### src/rtl/kf_axi_wr_arb.sv
`default_nettype none
// ============================================================================
// Module      : kf_axi_wr_arb
// Description : Burst-granular round-robin arbiter sharing one AXI4 write
//               master between the DDR4 result writer and the core output.
// Revision    : 1.0 - initial release
// ============================================================================
module kf_axi_wr_arb #(
    parameter int         NUM_REQ = 2,
    parameter int         ADDR_W  = 32,
    parameter int         DATA_W  = 512,
    parameter logic [2:0] AWSIZE  = 3'd6
) (
    input  logic                            clk,
    input  logic                            rst_n,
    input  logic [NUM_REQ*ADDR_W-1:0]       s_axi_awaddr,
    input  logic [NUM_REQ*8-1:0]            s_axi_awlen,
    input  logic [NUM_REQ-1:0]              s_axi_awvalid,
    output logic [NUM_REQ-1:0]              s_axi_awready,
    input  logic [NUM_REQ*DATA_W-1:0]       s_axi_wdata,
    input  logic [NUM_REQ*(DATA_W/8)-1:0]   s_axi_wstrb,
    input  logic [NUM_REQ-1:0]              s_axi_wvalid,
    output logic [NUM_REQ-1:0]              s_axi_wready,
    input  logic [NUM_REQ-1:0]              s_axi_wlast,
    output logic [NUM_REQ*2-1:0]            s_axi_bresp,
    output logic [NUM_REQ-1:0]              s_axi_bvalid,
    input  logic [NUM_REQ-1:0]              s_axi_bready,
    output logic [ADDR_W-1:0]               m_axi_awaddr,
    output logic [7:0]                      m_axi_awlen,
    output logic [2:0]                      m_axi_awsize,
    output logic [1:0]                      m_axi_awburst,
    output logic                            m_axi_awvalid,
    input  logic                            m_axi_awready,
    output logic [DATA_W-1:0]               m_axi_wdata,
    output logic [DATA_W/8-1:0]             m_axi_wstrb,
    output logic                            m_axi_wvalid,
    input  logic                            m_axi_wready,
    output logic                            m_axi_wlast,
    input  logic [1:0]                      m_axi_bresp,
    input  logic                            m_axi_bvalid,
    output logic                            m_axi_bready,
    output logic                            grant_id,
    output logic                            len_err
);

    localparam int         c_STRB_W = DATA_W / 8;
    localparam logic [1:0] c_IDLE   = 2'd0;
    localparam logic [1:0] c_AW     = 2'd1;
    localparam logic [1:0] c_W      = 2'd2;
    localparam logic [1:0] c_B      = 2'd3;

    logic [1:0]          r_state;
    logic                r_grant;
    logic                r_last_grant;
    logic [7:0]          r_beat_cnt;
    logic [7:0]          r_len_q;
    logic                r_len_err;

    logic                w_next_grant;
    logic                w_aw_hs;
    logic                w_w_hs;
    logic                w_b_hs;
    logic                w_sel_awvalid;
    logic                w_sel_wvalid;
    logic                w_sel_wlast;
    logic                w_sel_bready;
    logic [ADDR_W-1:0]   w_sel_awaddr;
    logic [7:0]          w_sel_awlen;
    logic [DATA_W-1:0]   w_sel_wdata;
    logic [c_STRB_W-1:0] w_sel_wstrb;

    // Slice selection follows the registered grant, never the live requests.
    always_comb begin
        w_sel_awvalid = s_axi_awvalid[r_grant];
        w_sel_wvalid  = s_axi_wvalid[r_grant];
        w_sel_wlast   = s_axi_wlast[r_grant];
        w_sel_bready  = s_axi_bready[r_grant];
        w_sel_awaddr  = r_grant ? s_axi_awaddr[2*ADDR_W-1:ADDR_W] : s_axi_awaddr[ADDR_W-1:0];
        w_sel_awlen   = r_grant ? s_axi_awlen[15:8] : s_axi_awlen[7:0];
        w_sel_wdata   = r_grant ? s_axi_wdata[2*DATA_W-1:DATA_W] : s_axi_wdata[DATA_W-1:0];
        w_sel_wstrb   = r_grant ? s_axi_wstrb[2*c_STRB_W-1:c_STRB_W] : s_axi_wstrb[c_STRB_W-1:0];
    end

    // Round-robin: the requester after last_grant has priority.
    assign w_next_grant = r_last_grant ? ~s_axi_awvalid[0] : s_axi_awvalid[1];

    assign m_axi_awaddr  = w_sel_awaddr;
    assign m_axi_awlen   = w_sel_awlen;
    assign m_axi_awsize  = AWSIZE;
    assign m_axi_awburst = 2'b01;
    assign m_axi_awvalid = (r_state == c_AW) && w_sel_awvalid;
    assign m_axi_wdata   = w_sel_wdata;
    assign m_axi_wstrb   = w_sel_wstrb;
    assign m_axi_wvalid  = (r_state == c_W) && w_sel_wvalid;
    assign m_axi_wlast   = (r_state == c_W) && (r_beat_cnt == r_len_q);
    assign m_axi_bready  = (r_state == c_B) && w_sel_bready;
    assign grant_id      = r_grant;
    assign len_err       = r_len_err;

    assign w_aw_hs = m_axi_awvalid && m_axi_awready;
    assign w_w_hs  = m_axi_wvalid && m_axi_wready;
    assign w_b_hs  = m_axi_bvalid && m_axi_bready;

    generate
        for (genvar i = 0; i < NUM_REQ; i++) begin : g_slice
            logic w_sel;
            assign w_sel                = (r_grant == 1'(i));
            assign s_axi_awready[i]     = w_sel && (r_state == c_AW) && m_axi_awready;
            assign s_axi_wready[i]      = w_sel && (r_state == c_W) && m_axi_wready;
            assign s_axi_bvalid[i]      = w_sel && (r_state == c_B) && m_axi_bvalid;
            assign s_axi_bresp[2*i +: 2] = (w_sel && (r_state == c_B)) ? m_axi_bresp : 2'b00;
        end
    endgenerate

    always_ff @(posedge clk or negedge rst_n) begin
        if (!rst_n) begin
            r_state      <= c_IDLE;
            r_grant      <= 1'b0;
            r_last_grant <= 1'b1;
            r_beat_cnt   <= 8'd0;
            r_len_q      <= 8'd0;
            r_len_err    <= 1'b0;
        end else begin
            case (r_state)
                c_IDLE: begin
                    if (|s_axi_awvalid) begin
                        r_grant <= w_next_grant;
                        r_state <= c_AW;
                    end
                end
                c_AW: begin
                    if (w_aw_hs) begin
                        r_len_q      <= w_sel_awlen;
                        r_beat_cnt   <= 8'd0;
                        r_last_grant <= r_grant;
                        r_state      <= c_W;
                    end
                end
                c_W: begin
                    if (w_w_hs) begin
                        // An 8-bit counter wraps naturally after beat 256.
                        r_beat_cnt <= r_beat_cnt + 8'd1;
                        if (w_sel_wlast != m_axi_wlast) begin
                            r_len_err <= 1'b1;
                        end
                        if (m_axi_wlast) begin
                            r_state <= c_B;
                        end
                    end
                end
                c_B: begin
                    if (w_b_hs) begin
                        r_state <= c_IDLE;
                    end
                end
                default: r_state <= c_IDLE;
            endcase
        end
    end

endmodule
`default_nettype wire

### config.mk
export PLATFORM = sky130hd
export DESIGN_NAME = kf_axi_wr_arb
export DESIGN_NICKNAME = d
export VERILOG_FILES = /design/src/rtl/kf_axi_wr_arb.sv
export SDC_FILE = /design/constraint.sdc
export NUM_CORES = 1
export LEC_CHECK = 0
export CAP_MARGIN = 20
export CORE_AREA = 5 5 724 726
export DETAILED_ROUTE_END_ITERATION = 6
export DIE_AREA = 0 0 729 731
export HOLD_SLACK_MARGIN = 0.02
export SETUP_SLACK_MARGIN = 0.4
export SYNTH_ARGS = -nofsm -noshare
export SYNTH_HDL_FRONTEND = slang
export SYNTH_SLANG_ARGS = --single-unit
### constraint.sdc
create_clock -name clk -period 3.2 [get_ports clk]
set_clock_uncertainty 0.15 [all_clocks]
set_input_delay 0.64 -clock clk [delete_from_list [all_inputs] [get_ports clk]]
set_output_delay 0.64 -clock clk [all_outputs]
set_load 0.02 [all_outputs]
==> metrics.md <==
| Metric | Value |
|---|---|
| Core footprint | `slightly above 500000 µm²` |
| Post-synthesis sequential area ratio | `around 6%` |
| Power share of the clock group | `0.9%` |
| Comb pwr share | `between 90 and 100%` |
| # nets final | `4017` |
| Max cap viols | `0` |
| Yosys cell types | `37` |
| Antenna violations before repair | `between 600 and 700` |
| Hold Buf Count CTS | `0` |
| Final wirelength | `493000 µm` |
| IO Count | `1884` |
| Post-synthesis sequential element count | `21` |
| Reg clk slew, reported paths | `approximately 50 ps` |
| Mapped cell area | `roughly 8600 µm²` |
| Clk Latency, worst-skew pair | `about 260 ps` |
| HP Class | `register to register` |
| Crit start category | `primary input` |
| Worst EP arrival | `2150 ps` |
| HPWL Detailed | `~470000 µm` |
| Detailed-route via count | `roughly 20000` |
| Final worst slack | `about 260 ps` |
| Reg power frac | `under 10%` |
| Tmin final | `slightly below 3000 ps` |
| Largest net degree at the start of global routing | `38` |
| DRC violations left | `198` |
| Vias in the first global route | `18200` |
| Total CTS buffers | `3` |
| Worst setup EP type | `primary output` |
| Internal power | `between 10 and 15 mW` |
| Die Area | `533000 µm²` |
| Most frequent cells after synthesis | `mux2_2, buf_2, dfrtp_1` |
| Top FF cell, synth | `dfrtp_1` |
| Most frequent cell after synthesis | `mux2_2` |
| Clk root buf | `clkbuf_16` |
| Fin cells | `9903` |
| Pwr/cell area | `about 740 nW/µm²` |
| CTS Buffer Depth | `2` |
| CP Data Required Time | `between 2000 and 2500 ps` |
| CP Class | `primary input to primary output` |
| CP Buf/Inv Count | `2` |
| Syn_area_per_cell | `10.5 µm²` |
| Total power | `between 20 and 30 mW` |
| Syn-to-layout area delta | `372%` |
| Cell area after layout | `between 40000 and 50000 µm²` |
| GRT overflow | `0` |
| Gpl congestion | `1.18` |
| Global-route wire length before repair | `about 520000 µm` |
| Critical path, cell by cell | `clkdlybuf4s50_1, mux2_2, buf_12` |
| Final setup viols | `0` |
| Worst-path cell with the longest stage delay | `clkdlybuf4s50_1` |
| FP Rows | `between 200 and 300` |
| Total instance count after detailed placement | `between 9000 and 10000` |
| Yosys top cell area share | `81.6%` |
| Worst slew pin tran | `approximately 970 ps` |
| Max frequency | `~0.34 GHz` |
| Avg Vias per Cell | `approximately 2` |
| FFs w/ async S/R, synth | `100%` |
| WL per Instance | `49.8 µm` |
| Initial core utilization | `under 10%` |
| CTS sink cnt | `21` |
| Synth area leader | `mux2_2` |
| DP Area | `37900 µm²` |
| Max rail drop VDD | `~0.44 mV` |
| Port bufs | `between 1500 and 2000` |
| Largest cells by area after synthesis | `mux2_2, dfrtp_1, buf_2` |
| Status | `finished with violations` |
| Ratio of cells with drive above 1 in the final layout | `roughly 47%` |
| Crit Path Max Fanout | `1` |
| Synthesized instance count | `819` |
| Failing checks | `design-rule violations` |
| Die W | `between 700 and 800 µm` |
| CTS tree | `done` |
| Max-slew headroom | `approximately a third` |
| # fillers | `60000` |
| Final Hold Vio Count | `0` |
| Worst path max stage delay | `between 800 and 900 ps` |
| 1st-iter DRT viols | `1396` |
| Setup WS pre-CTS | `-165 ps` |
| Die Y | `about 730 µm` |
| Slew Limit Fails | `0` |
| Post-DRT Antenna Nets | `0` |
| Total GRT Usage | `17.4%` |
| Psw | `between 15 and 20 mW` |
| Top Family by Delay on Critical Path | `buffers and inverters` |
| 1st-pass router iterations | `5` |
| RSZ-0062 raised after global routing | `yes` |
| Tcrit/Tclk final | `91.8%` |
| Pleak | `~14 nW` |
| H-tree depth | `1` |
| Net Sw Frac | `about 56%` |
| Post-synth EDFFs | `0` |
| Yosys Warn Count | `0` |
area by class of cell:
| cell class | instances | area (µm²) | area share (%) |
|---|---|---|---|
| antenna | 224 | 561 | 1.38 |
| sequential | 21 | 531 | 1.31 |
| tap | 6916 | 8650 | 21.3 |
| inverter | 6 | 22.5 | 0.0554 |
| clock buffer | 4 | 78.8 | 0.194 |
| timing repair buffer | 2013 | 22800 | 56.1 |
| multi-input combinational | 719 | 7980 | 19.6 |
layer usage:
layer	track usage, %	vias to the layer above	routed length [µm]
met5	0.00890	-	1990
met4	4.78	306	18400
met3	16.9	1105	105000
met2	25.3	2573	199000
met1	17.6	8963	169000
li1	-	7261	-
worst min-delay path, delay by kind of cell, from the launching register on:
kind	cells	cell delay, ps
AO/OA/AOI/OAI	1	60
AND/OR/NAND/NOR	1	50
flip-flops	1	370
what timing repair did:
action                                  4_1_cts  5_1_grt
setup buffers                                20       27
resized for setup                           325      507
endpoints found under the setup margin      451      426
cloned                                       12       28
pin swaps                                     0        5
worst paths after layout:
path	from	end	slack, ps	cells after the start
min	r_last_grant	r_last_grant	330	2
min in group asynchronous	rst_n	r_beat_cnt[4]	780	1
min reg2reg	r_last_grant	r_last_grant	330	2
max in group asynchronous	rst_n	grant_id	1420	1
max	s_axi_wdata[97]	m_axi_wdata[97]	260	3
max reg2reg	grant_id	r_beat_cnt[3]	460	11
through the flow:
step / utilization, % / TNS (ps) / hold WS [ps]
6_report: 7.88 / 0 / 328
5_1_grt: 7.80 / 0 / 350
4_1_cts: 7.50 / 0 / 329
3_5_place_dp: 7.34 / -569 / 320
3_3_place_gp: 7.32 / -1130 / 315
2_1_floorplan: - / 0 / 194
placed cells by master, fill, tap and decap left out, drive strengths merged, types with 2 or more instances in the layout:
cell type	netlist	final
clkbuf	8	109
ha	6	6
nand2	9	9
nor2b	3	3
nor4b	2	2
nor3	3	3
xor2	9	9
dlygate4sd2	0	91
inv	6	6
o21ai	7	7
nor2	12	12
xnor2	6	6
clkdlybuf4s15	0	24
and2	3	3
diode	0	224
dfrtp	20	20
nand3	4	4
buf	68	545
conb	2	5
nand4	2	2
nor4	4	4
dlymetal6s2s	0	40
mux2i	4	4
mux2	625	625
clkdlybuf4s50	0	1207
and3	5	5
sequential cells by signal, indices dropped and copies added, names as in the netlist:
name / cells
r_beat_cnt: 8
r_state: 2
r_len_q: 8
r_last_grant: 1
grant_id: 1
len_err: 1
power groups by stage:
stage	Combinational, mW	Sequential, mW	Clock, mW
after global placement	26.2	0.499	0
after CTS	27.7	0.502	0.272
final	29.1	0.499	0.272
after floorplan	8.71	0.481	0
after global routing	30.5	0.515	0.281
after detailed placement	26.3	0.507	0
logic make-up after synthesis:
family / synth area share (%)
mux: 82.2
simple gates: 3.24
fa+ha+maj: 0.872
other cells: 0.0872
flops: 6.12
xor+xnor: 1.53
compound gates: 1.19
buf+inv: 4.74
(Power assumes the default switching activity.)
